--- config.mk ---
export PLATFORM = sky130hd
export DESIGN_NAME = cache_line_ctrl
export DESIGN_NICKNAME = d
export VERILOG_FILES = /design/src/rtl/cache_line_ctrl.sv
export SDC_FILE = /design/constraint.sdc
export NUM_CORES = 1
export LEC_CHECK = 0
export ABC_AREA = 1
export CAP_MARGIN = 20
export CORE_ASPECT_RATIO = 0.7
export CORE_MARGIN = 2
export CORE_UTILIZATION = 39
export CTS_BUF_LIST = sky130_fd_sc_hd__clkbuf_16
export CTS_CLUSTER_SIZE = 28
export DETAILED_ROUTE_END_ITERATION = 10
export GPL_TIMING_DRIVEN = 0
export MAX_ROUTING_LAYER = met4
export PLACE_DENSITY = 0.87
export SLEW_MARGIN = 20
export SYNTH_ARGS = -nofsm -noshare
export SYNTH_HDL_FRONTEND = slang
export SYNTH_SLANG_ARGS = --single-unit
--- constraint.sdc ---
create_clock -name CLK -period 4.4 [get_ports CLK]
set_clock_uncertainty 0.15 [all_clocks]
set_input_delay 0.66 -clock CLK [delete_from_list [all_inputs] [get_ports CLK]]
set_output_delay 0.66 -clock CLK [all_outputs]
set_load 0.01 [all_outputs]
--- src/rtl/cache_line_ctrl.sv ---
`timescale 1ns/1ps
// cache_line_ctrl: miss sequencer that writes back a dirty victim line, then refills the missing line.
// Latency: a clean miss gives done W+1 cycles after the accept edge; a dirty miss gives done 2W+1 cycles after it.
// Backpressure: none. req is sampled only in IDLE, and a req held high while busy is ignored.
// Optional feature: define CACHE_CWF_EN for critical-word-first refill order.
// Ports:
//   CLK, RST (async, active-high)
//   req, req_addr, victim_dirty, victim_addr            miss request, sampled in IDLE
//   victim_idx / victim_data                            victim word read port of the cache array
//   fill_we, fill_idx, fill_data                        refill write port of the cache array
//   busy, done                                          status
//   MRd (active-low), CMWr, Addr, MDataIn / MDataOut    word RAM port; this block is its only master
module cache_line_ctrl #(
    parameter int WORDS_PER_LINE = 4,
    parameter int ADDR_W         = 32
) (
    input  logic                              CLK,
    input  logic                              RST,
    input  logic                              req,
    input  logic [ADDR_W-1:0]                 req_addr,
    input  logic                              victim_dirty,
    input  logic [ADDR_W-1:0]                 victim_addr,
    output logic [$clog2(WORDS_PER_LINE)-1:0] victim_idx,
    input  logic [31:0]                       victim_data,
    output logic                              fill_we,
    output logic [$clog2(WORDS_PER_LINE)-1:0] fill_idx,
    output logic [31:0]                       fill_data,
    output logic                              busy,
    output logic                              done,
    output logic                              MRd,
    output logic                              CMWr,
    output logic [ADDR_W-1:0]                 Addr,
    output logic [31:0]                       MDataIn,
    input  logic [31:0]                       MDataOut
);

    localparam int IDX_W = $clog2(WORDS_PER_LINE);
    // Byte-offset bits inside one line: word index plus the 2 byte bits.
    localparam int OFF_W = IDX_W + 2;

    typedef enum logic [1:0] {
        S_IDLE = 2'd0,
        S_WB   = 2'd1,
        S_FILL = 2'd2,
        S_DONE = 2'd3
    } state_t;

    state_t            r_state;
    state_t            w_state_nxt;
    logic [IDX_W-1:0]  r_k;
    logic [IDX_W-1:0]  w_k_nxt;
    logic              w_accept;
    logic              w_last;
    logic [IDX_W-1:0]  w_fidx;
    logic [ADDR_W-1:0] r_wb_base;
    logic [ADDR_W-1:0] r_fill_base;

    // The in-line offset bits of both addresses are dropped when the line bases
    // are formed; this sink makes that intent explicit.
    logic w_unused_lsbs;
    assign w_unused_lsbs = ^{req_addr[OFF_W-1:0], victim_addr[OFF_W-1:0]};

    assign w_last = (r_k == IDX_W'(WORDS_PER_LINE - 1));

`ifdef CACHE_CWF_EN
    // Word index of the missing word; the fill starts there and wraps within the line.
    logic [IDX_W-1:0] r_crit;

    always_ff @(posedge CLK or posedge RST) begin
        if (RST) begin
            r_crit <= '0;
        end else if (w_accept) begin
            r_crit <= req_addr[OFF_W-1:2];
        end
    end

    // Natural IDX_W-bit wrap gives the modulo-W rotation.
    assign w_fidx = r_crit + r_k;
`else
    assign w_fidx = r_k;
`endif

    always_ff @(posedge CLK or posedge RST) begin
        if (RST) begin
            r_state     <= S_IDLE;
            r_k         <= '0;
            r_wb_base   <= '0;
            r_fill_base <= '0;
        end else begin
            r_state <= w_state_nxt;
            r_k     <= w_k_nxt;
            if (w_accept) begin
                r_wb_base   <= {victim_addr[ADDR_W-1:OFF_W], {OFF_W{1'b0}}};
                r_fill_base <= {req_addr[ADDR_W-1:OFF_W], {OFF_W{1'b0}}};
            end
        end
    end

    // All strobes decode the registered state only, so an async reset drops
    // CMWr and fill_we immediately without waiting for a clock edge.
    always_comb begin
        w_state_nxt = r_state;
        w_k_nxt     = r_k;
        w_accept    = 1'b0;
        MRd         = 1'b1;
        CMWr        = 1'b0;
        Addr        = '0;
        MDataIn     = '0;
        fill_we     = 1'b0;
        victim_idx  = '0;
        fill_idx    = '0;
        busy        = 1'b0;
        done        = 1'b0;

        case (r_state)
            S_IDLE: begin
                w_k_nxt = '0;
                if (req) begin
                    w_accept    = 1'b1;
                    w_state_nxt = victim_dirty ? S_WB : S_FILL;
                end
            end
            S_WB: begin
                busy       = 1'b1;
                CMWr       = 1'b1;
                victim_idx = r_k;
                Addr       = r_wb_base + ADDR_W'({r_k, 2'b00});
                MDataIn    = victim_data;
                if (w_last) begin
                    w_k_nxt     = '0;
                    w_state_nxt = S_FILL;
                end else begin
                    w_k_nxt = r_k + IDX_W'(1);
                end
            end
            S_FILL: begin
                busy     = 1'b1;
                MRd      = 1'b0;
                fill_we  = 1'b1;
                fill_idx = w_fidx;
                Addr     = r_fill_base + ADDR_W'({w_fidx, 2'b00});
                if (w_last) begin
                    w_k_nxt     = '0;
                    w_state_nxt = S_DONE;
                end else begin
                    w_k_nxt = r_k + IDX_W'(1);
                end
            end
            S_DONE: begin
                done        = 1'b1;
                w_state_nxt = S_IDLE;
            end
            default: begin
                w_state_nxt = S_IDLE;
            end
        endcase
    end

    assign fill_data = MDataOut;

endmodule
==> impl_results.md, run 1 <==
- Register area: 1500 um^2
- Worst Path Max Fanout: 10
- Hold path startpoint: r_fill_base[27]
- Static Leakage: 2.99 nW
- Final slew viol count: 0
- # Post-CTS Setup Buffers: 0
- Via density per instance: 4.65
- Endpoints failing hold: 0
- Setup violators final: 0
- CP Capture Type: primary output
- Logic depth of the worst register-to-register path: 5
- Worst relative slew slack: 50.0%
- Post-CTS sizing: 0
- Met1 Usage GRT: 32.5%
- WHS Endpoint: r_fill_base[27]
- FF+latch count, synth: 60
- Footprint of the multi-input gates: 1400 um^2
- DRC viols: 0
- Die area: 9760 um^2
- Net Switching: 1.33 mW
- CTS buffer count: 9
- Clock tree buffer depth: 2
- Die Wd: 117 um
- Htree depth: 3
- Area delta synth->final: 68.0%
- Share of layout cells above drive strength 1: 9.93%
- Nets: 840
- Ant. Diodes: 0
- RSZ-0062 raised after global routing: false
- Die height: 83.3 um
- Status: finished, final reports clean
- Setup TNS: 0 ns
- Post-Syn Area: 3500 um^2
- Top Usage Layer GRT: met2
- CTS root buffer: clkbuf_16
- Met3 Use GR: 4.53%
- Critical Path AT: 2.50 ns
- Cell row count: 28
- CP startpoint kind: flop
- Req. time, crit path: 3.59 ns
- Drt total wl: 11800 um
- Pin count of the biggest net entering global routing: 61
- Pre-CTS setup slack: 1.47 ns
- Final Instance Area: 5880 um^2
- Initial Util: 40.8%
- Max Cap Violations: 0
- Reg-to-reg endpoint: r_fill_base[8]
- Clk_lat worst skew: 0.33 ns
- R2R Setup Slk: 2.71 ns
- Hold buffer count at CTS: 0
- Clock share of power: 20.0%
- Worst Tran Pin Value: 0.751 ns
- Wire per inst: 14.2 um
- Core box area: 8580 um^2
- Post-DP Area: 5600 um^2
- RePlAce Congestion: 0.823
- Yosys warning count: 0
- Gr ovfl total: 0
- Fmax: 0.302 GHz
- Int Pwr: 1.99 mW
- Fill cell count: 699
- Peak supply drop: 0.343 mV
- Routed Antenna Nets: 0
- First-pass GRT wire length: 18400 um
- Clock slew at reported path FFs: 0.05 ns
- IO Pins: 237
- Most frequent cells in the layout: nand2_1 (220), clkdlybuf4s50_1 (194), nand3_1 (60), dfrtp_1 (60), inv_1 (47)
- Final HPWL DP: 9190 um
- # port buffers: 194
- Post-layout min period: 3.31 ns
- Via Count: 3839
- Starting DRT DRC Count: 244
- Met2 Resource Use GR: 39.1%
- Critical path class: reg -> out
- Vias in the first global route: 3716
- Global-route usage over all layers: 24.9%
- Mean Syn Cell Area: 7.09 um^2
- Clk sink count: 60
- Seq/Total Area, Yosys: 42.9%
- Drt pass-1 iters: 4
- Logic pwr share: 50.9%
- Commonest non-fill, non-tap cell in the layout: nand2_1
- Sequential share of power: 29.1%
- R2R Path Start: r_state[0]
- Power per cell area: 565 nW/um^2
- WHS Path Cells: 2
- Setup WS post-layout: 1.09 ns
- Final Cycle Share: 75.2%
- Yosys cell types: 13
- Gate Count Post-Synth: 494
- Switching share of total power: 40.0%
- Worst Hold Class: reg -> reg
- Initial antenna violation count: 0
- CTS tree: built
[cells by family (layout without fill, tap and decap cells)]
family / count (synthesis) / in the layout / synth area share, %
simple gates: 281 / 281 / 32.3
buf+inv: 112 / 322 / 17.2
flops: 60 / 60 / 42.9
compound gates: 32 / 32 / 4.57
fa+ha+maj: 8 / 8 / 2.86
other cells: 1 / 2 / 0.107
[synthesized netlist by cell type (all sizes together)]
master  number  area [um^2]
a21oi       30          150
buf         57          397
clkbuf       8         30.0
conb         1         3.75
dfrtp       60         1500
ha           8          100
inv         47          176
nand2      220          826
nand3       60          300
nand4        1         6.26
o21ai        2         10.0
[area by class of cell]
cell class | count | share of cell area [%]
Multi-Input combinational cell | 323 | 23.8
Clock inverter | 7 | 1.00
Inverter | 47 | 3.04
Sequential cell | 60 | 25.5
Clock buffer | 9 | 3.83
Timing Repair Buffer | 194 | 33.0
Tap cell | 120 | 2.55
Buffer | 65 | 7.25
[registers in the layout, indices dropped and copies added (netlist names)]
signal	count
r_wb_base	28
r_fill_base	28
r_k	2
r_state	2
[worst max-delay path by stage]
stage                          start              end  depth (start not counted)
after floorplan                  RST  r_fill_base[10]                          1
after global placement           RST    r_wb_base[23]                          2
after detailed placement  r_state[0]         Addr[12]                          6
after CTS                 r_state[0]         Addr[12]                          6
after global routing      r_state[0]         Addr[12]                          6
final                     r_state[0]         Addr[12]                          6
[power by group through the flow]
stage	Clock (mW)	Sequential [mW]	Combinational, mW
after global placement	0	0.953	1.63
after detailed placement	0	0.971	1.69
after global routing	0.706	1.00	1.86
final	0.666	0.969	1.69
after floorplan	0	0.930	0.951
after CTS	0.677	0.965	1.70
[per-stage QoR]
| stage | hold WS [ns] | power, mW | std cells | utilization, % |
|---|---|---|---|---|
| 6_report | 0.319 | 3.33 | 825 | 68.5 |
| 5_1_grt | 0.337 | 3.57 | 825 | 68.5 |
| 4_1_cts | 0.321 | 3.34 | 825 | 68.5 |
| 3_5_place_dp | 0.308 | 2.66 | 809 | 65.2 |
| 3_3_place_gp | 0.303 | 2.59 | 809 | 65.2 |
| 2_1_floorplan | 0.292 | 1.88 | 495 | - |
[critical path, cell delays in order (launching register included)]
cell and delay, ns:
dfrtp_1 0.42, inv_1 0.14, ha_1 0.27, clkbuf_1 0.45
nand2_1 0.11, a21oi_1 0.17, clkdlybuf4s50_1 0.60
[metal layers]
layer / share of wire (%) / vias to the layer above
li1: - / 1883
met1: 44 / 1780
met2: 48 / 157
met3: 5.8 / 19
met4: 1.6 / 0
met5: 0 / -
No activity file was read; power rests on OpenSTA's default activity.
==> inputs of run 2 (changes only) <==
--- a/config.mk
+++ b/config.mk
@@ -9,13 +9,13 @@
 export CAP_MARGIN = 20
 export CORE_ASPECT_RATIO = 0.7
 export CORE_MARGIN = 2
-export CORE_UTILIZATION = 39
+export CORE_UTILIZATION = 33
 export CTS_BUF_LIST = sky130_fd_sc_hd__clkbuf_16
 export CTS_CLUSTER_SIZE = 28
 export DETAILED_ROUTE_END_ITERATION = 10
 export GPL_TIMING_DRIVEN = 0
 export MAX_ROUTING_LAYER = met4
-export PLACE_DENSITY = 0.87
+export PLACE_DENSITY = 0.78
 export SLEW_MARGIN = 20
 export SYNTH_ARGS = -nofsm -noshare
 export SYNTH_HDL_FRONTEND = slang
==> constraint.sdc (replaced) <==
create_clock -name CLK -period 2.86 [get_ports CLK]
set_clock_uncertainty 0.15 [all_clocks]
set_input_delay 0.429 -clock CLK [delete_from_list [all_inputs] [get_ports CLK]]
set_output_delay 0.429 -clock CLK [all_outputs]
set_load 0.01 [all_outputs]
==> impl_results.md, run 2 (synthesis gave the netlist of run 1 again) <==
- Starting DRT DRC Count: 235
- Global-route usage over all layers: 21.4%
- CTS root buffer: clkbuf_16
- CTS tree: built
- Worst Hold Class: in -> async
- Endpoints failing hold: 0
- Final HPWL DP: 9390 um
- Vias in the first global route: 3762
- Initial Util: 33.9%
- Final Cycle Share: 96.3%
- Footprint of the multi-input gates: 1420 um^2
- Setup violators final: 0
- Htree depth: 3
- Nets: 841
- Gr ovfl total: 0
- CTS buffer count: 9
- Fill cell count: 943
- Worst relative slew slack: 64.6%
- IO Pins: 237
- R2R Setup Slk: 1.26 ns
- Core box area: 10300 um^2
- Fmax: 0.363 GHz
- RSZ-0062 raised after global routing: false
- Via density per instance: 4.55
- Clk_lat worst skew: 0.32 ns
- Wire per inst: 14.2 um
- CP startpoint kind: flop
- Max Cap Violations: 0
- Status: finished, final reports clean
- Clock tree buffer depth: 2
- Most frequent cells in the layout: nand2_1 (220), clkdlybuf4s50_1 (172), nand3_1 (60)
- Critical Path AT: 2.17 ns
- DRC viols: 0
- Power per cell area: 875 nW/um^2
- Cell row count: 31
- RePlAce Congestion: 0.829
- Die area: 11500 um^2
- # Post-CTS Setup Buffers: 0
- Register area: 1500 um^2
- Share of layout cells above drive strength 1: 12.3%
- Peak supply drop: 0.394 mV
- Largest regs: r_fill_base (28), r_wb_base (28)
- Drt total wl: 11900 um
- Initial antenna violation count: 0
- Pwr Total: 5.30 mW
- Setup TNS: 0 ns
- Hold buffer count at CTS: 0
- Final slew viol count: 0
- Die height: 90.2 um
- Req. time, crit path: 2.28 ns
- CP Capture Type: primary output
- First-pass GRT wire length: 18900 um
- Post-layout min period: 2.75 ns
- Util after Layout: 58.7%
- Worst Tran Pin Value: 0.531 ns
- Critical path class: reg -> out
- Commonest non-fill, non-tap cell in the layout: nand2_1
- Ant. Diodes: 0
- Drt pass-1 iters: 6
- Die Wd: 127 um
- Routed Antenna Nets: 0
- Static Leakage: 3.34 nW
- Worst Path Max Fanout: 10
- Via Count: 3817
- Clock slew at reported path FFs: 0.06 ns
- Pin count of the biggest net entering global routing: 60
- # port buffers: 194
- Area delta synth->final: 73.1%
- Clk sink count: 60
[run 2: critical path, stage by stage (launching register included)]
cell and delay (ns):
dfrtp_2 0.45, inv_2 0.11, ha_1 0.20, buf_6 0.16
buf_6 0.16, nand2_1 0.06, a21oi_1 0.15, clkdlybuf4s50_1 0.56
[run 2: path summary, 6_finish.rpt]
path,start,end,depth (start not counted)
worst min-delay path,RST,r_fill_base[10],2
worst max-delay path,r_state[1],Addr[16],7
max in group asynchronous,RST,r_wb_base[30],3
worst min register to register,r_fill_base[16],r_fill_base[16],2
worst max register to register,r_state[0],r_state[1],7
min in group CLK,r_fill_base[16],r_fill_base[16],2
[run 2: metal layers]
layer,up-vias,part of all wire [%],global-route usage [%]
li1,1888,-,-
met1,1752,45,28.2
met2,162,47,33.7
met3,15,7.1,4.82
met4,0,1.5,5.13
met5,-,0,-
[run 2: power by group]
| part | total, mW | switching [mW] | internal, mW |
|---|---|---|---|
| clock | 1.16 | 0.397 | 0.766 |
| sequential | 1.49 | 0.236 | 1.26 |
| combinational | 2.65 | 1.45 | 1.19 |
| total | 5.30 | 2.09 | 3.22 |
[run 2: what timing repair did]
item                       in CTS  in global routing
gates resized for setup        23                 22
setup endpoints to repair      30                 42
pin swaps                       0                  0
[run 2: area by class of cell]
type / count / area share, %
Inverter: 47 / 2.95
Clock inverter: 7 / 1.67
Clock buffer: 9 / 3.72
Tap cell: 132 / 2.73
Sequential cell: 60 / 24.8
Buffer: 65 / 7.60
Timing Repair Buffer: 195 / 33.0
Multi-Input combinational cell: 323 / 23.5
[run 2: stage by stage]
| step | hold slack [ns] | instance area, um^2 | instances | worst slack (ns) |
|---|---|---|---|---|
| after global placement | 0.303 | 5610 | 821 | -0.249 |
| final | 0.153 | 6060 | 838 | 0.107 |
| after floorplan | 0.292 | 3500 | 495 | 0.796 |
| after CTS | 0.147 | 6010 | 838 | 0.000703 |
| after global routing | 0.141 | 6060 | 838 | 0.00481 |
| after detailed placement | 0.309 | 5640 | 822 | 0.129 |
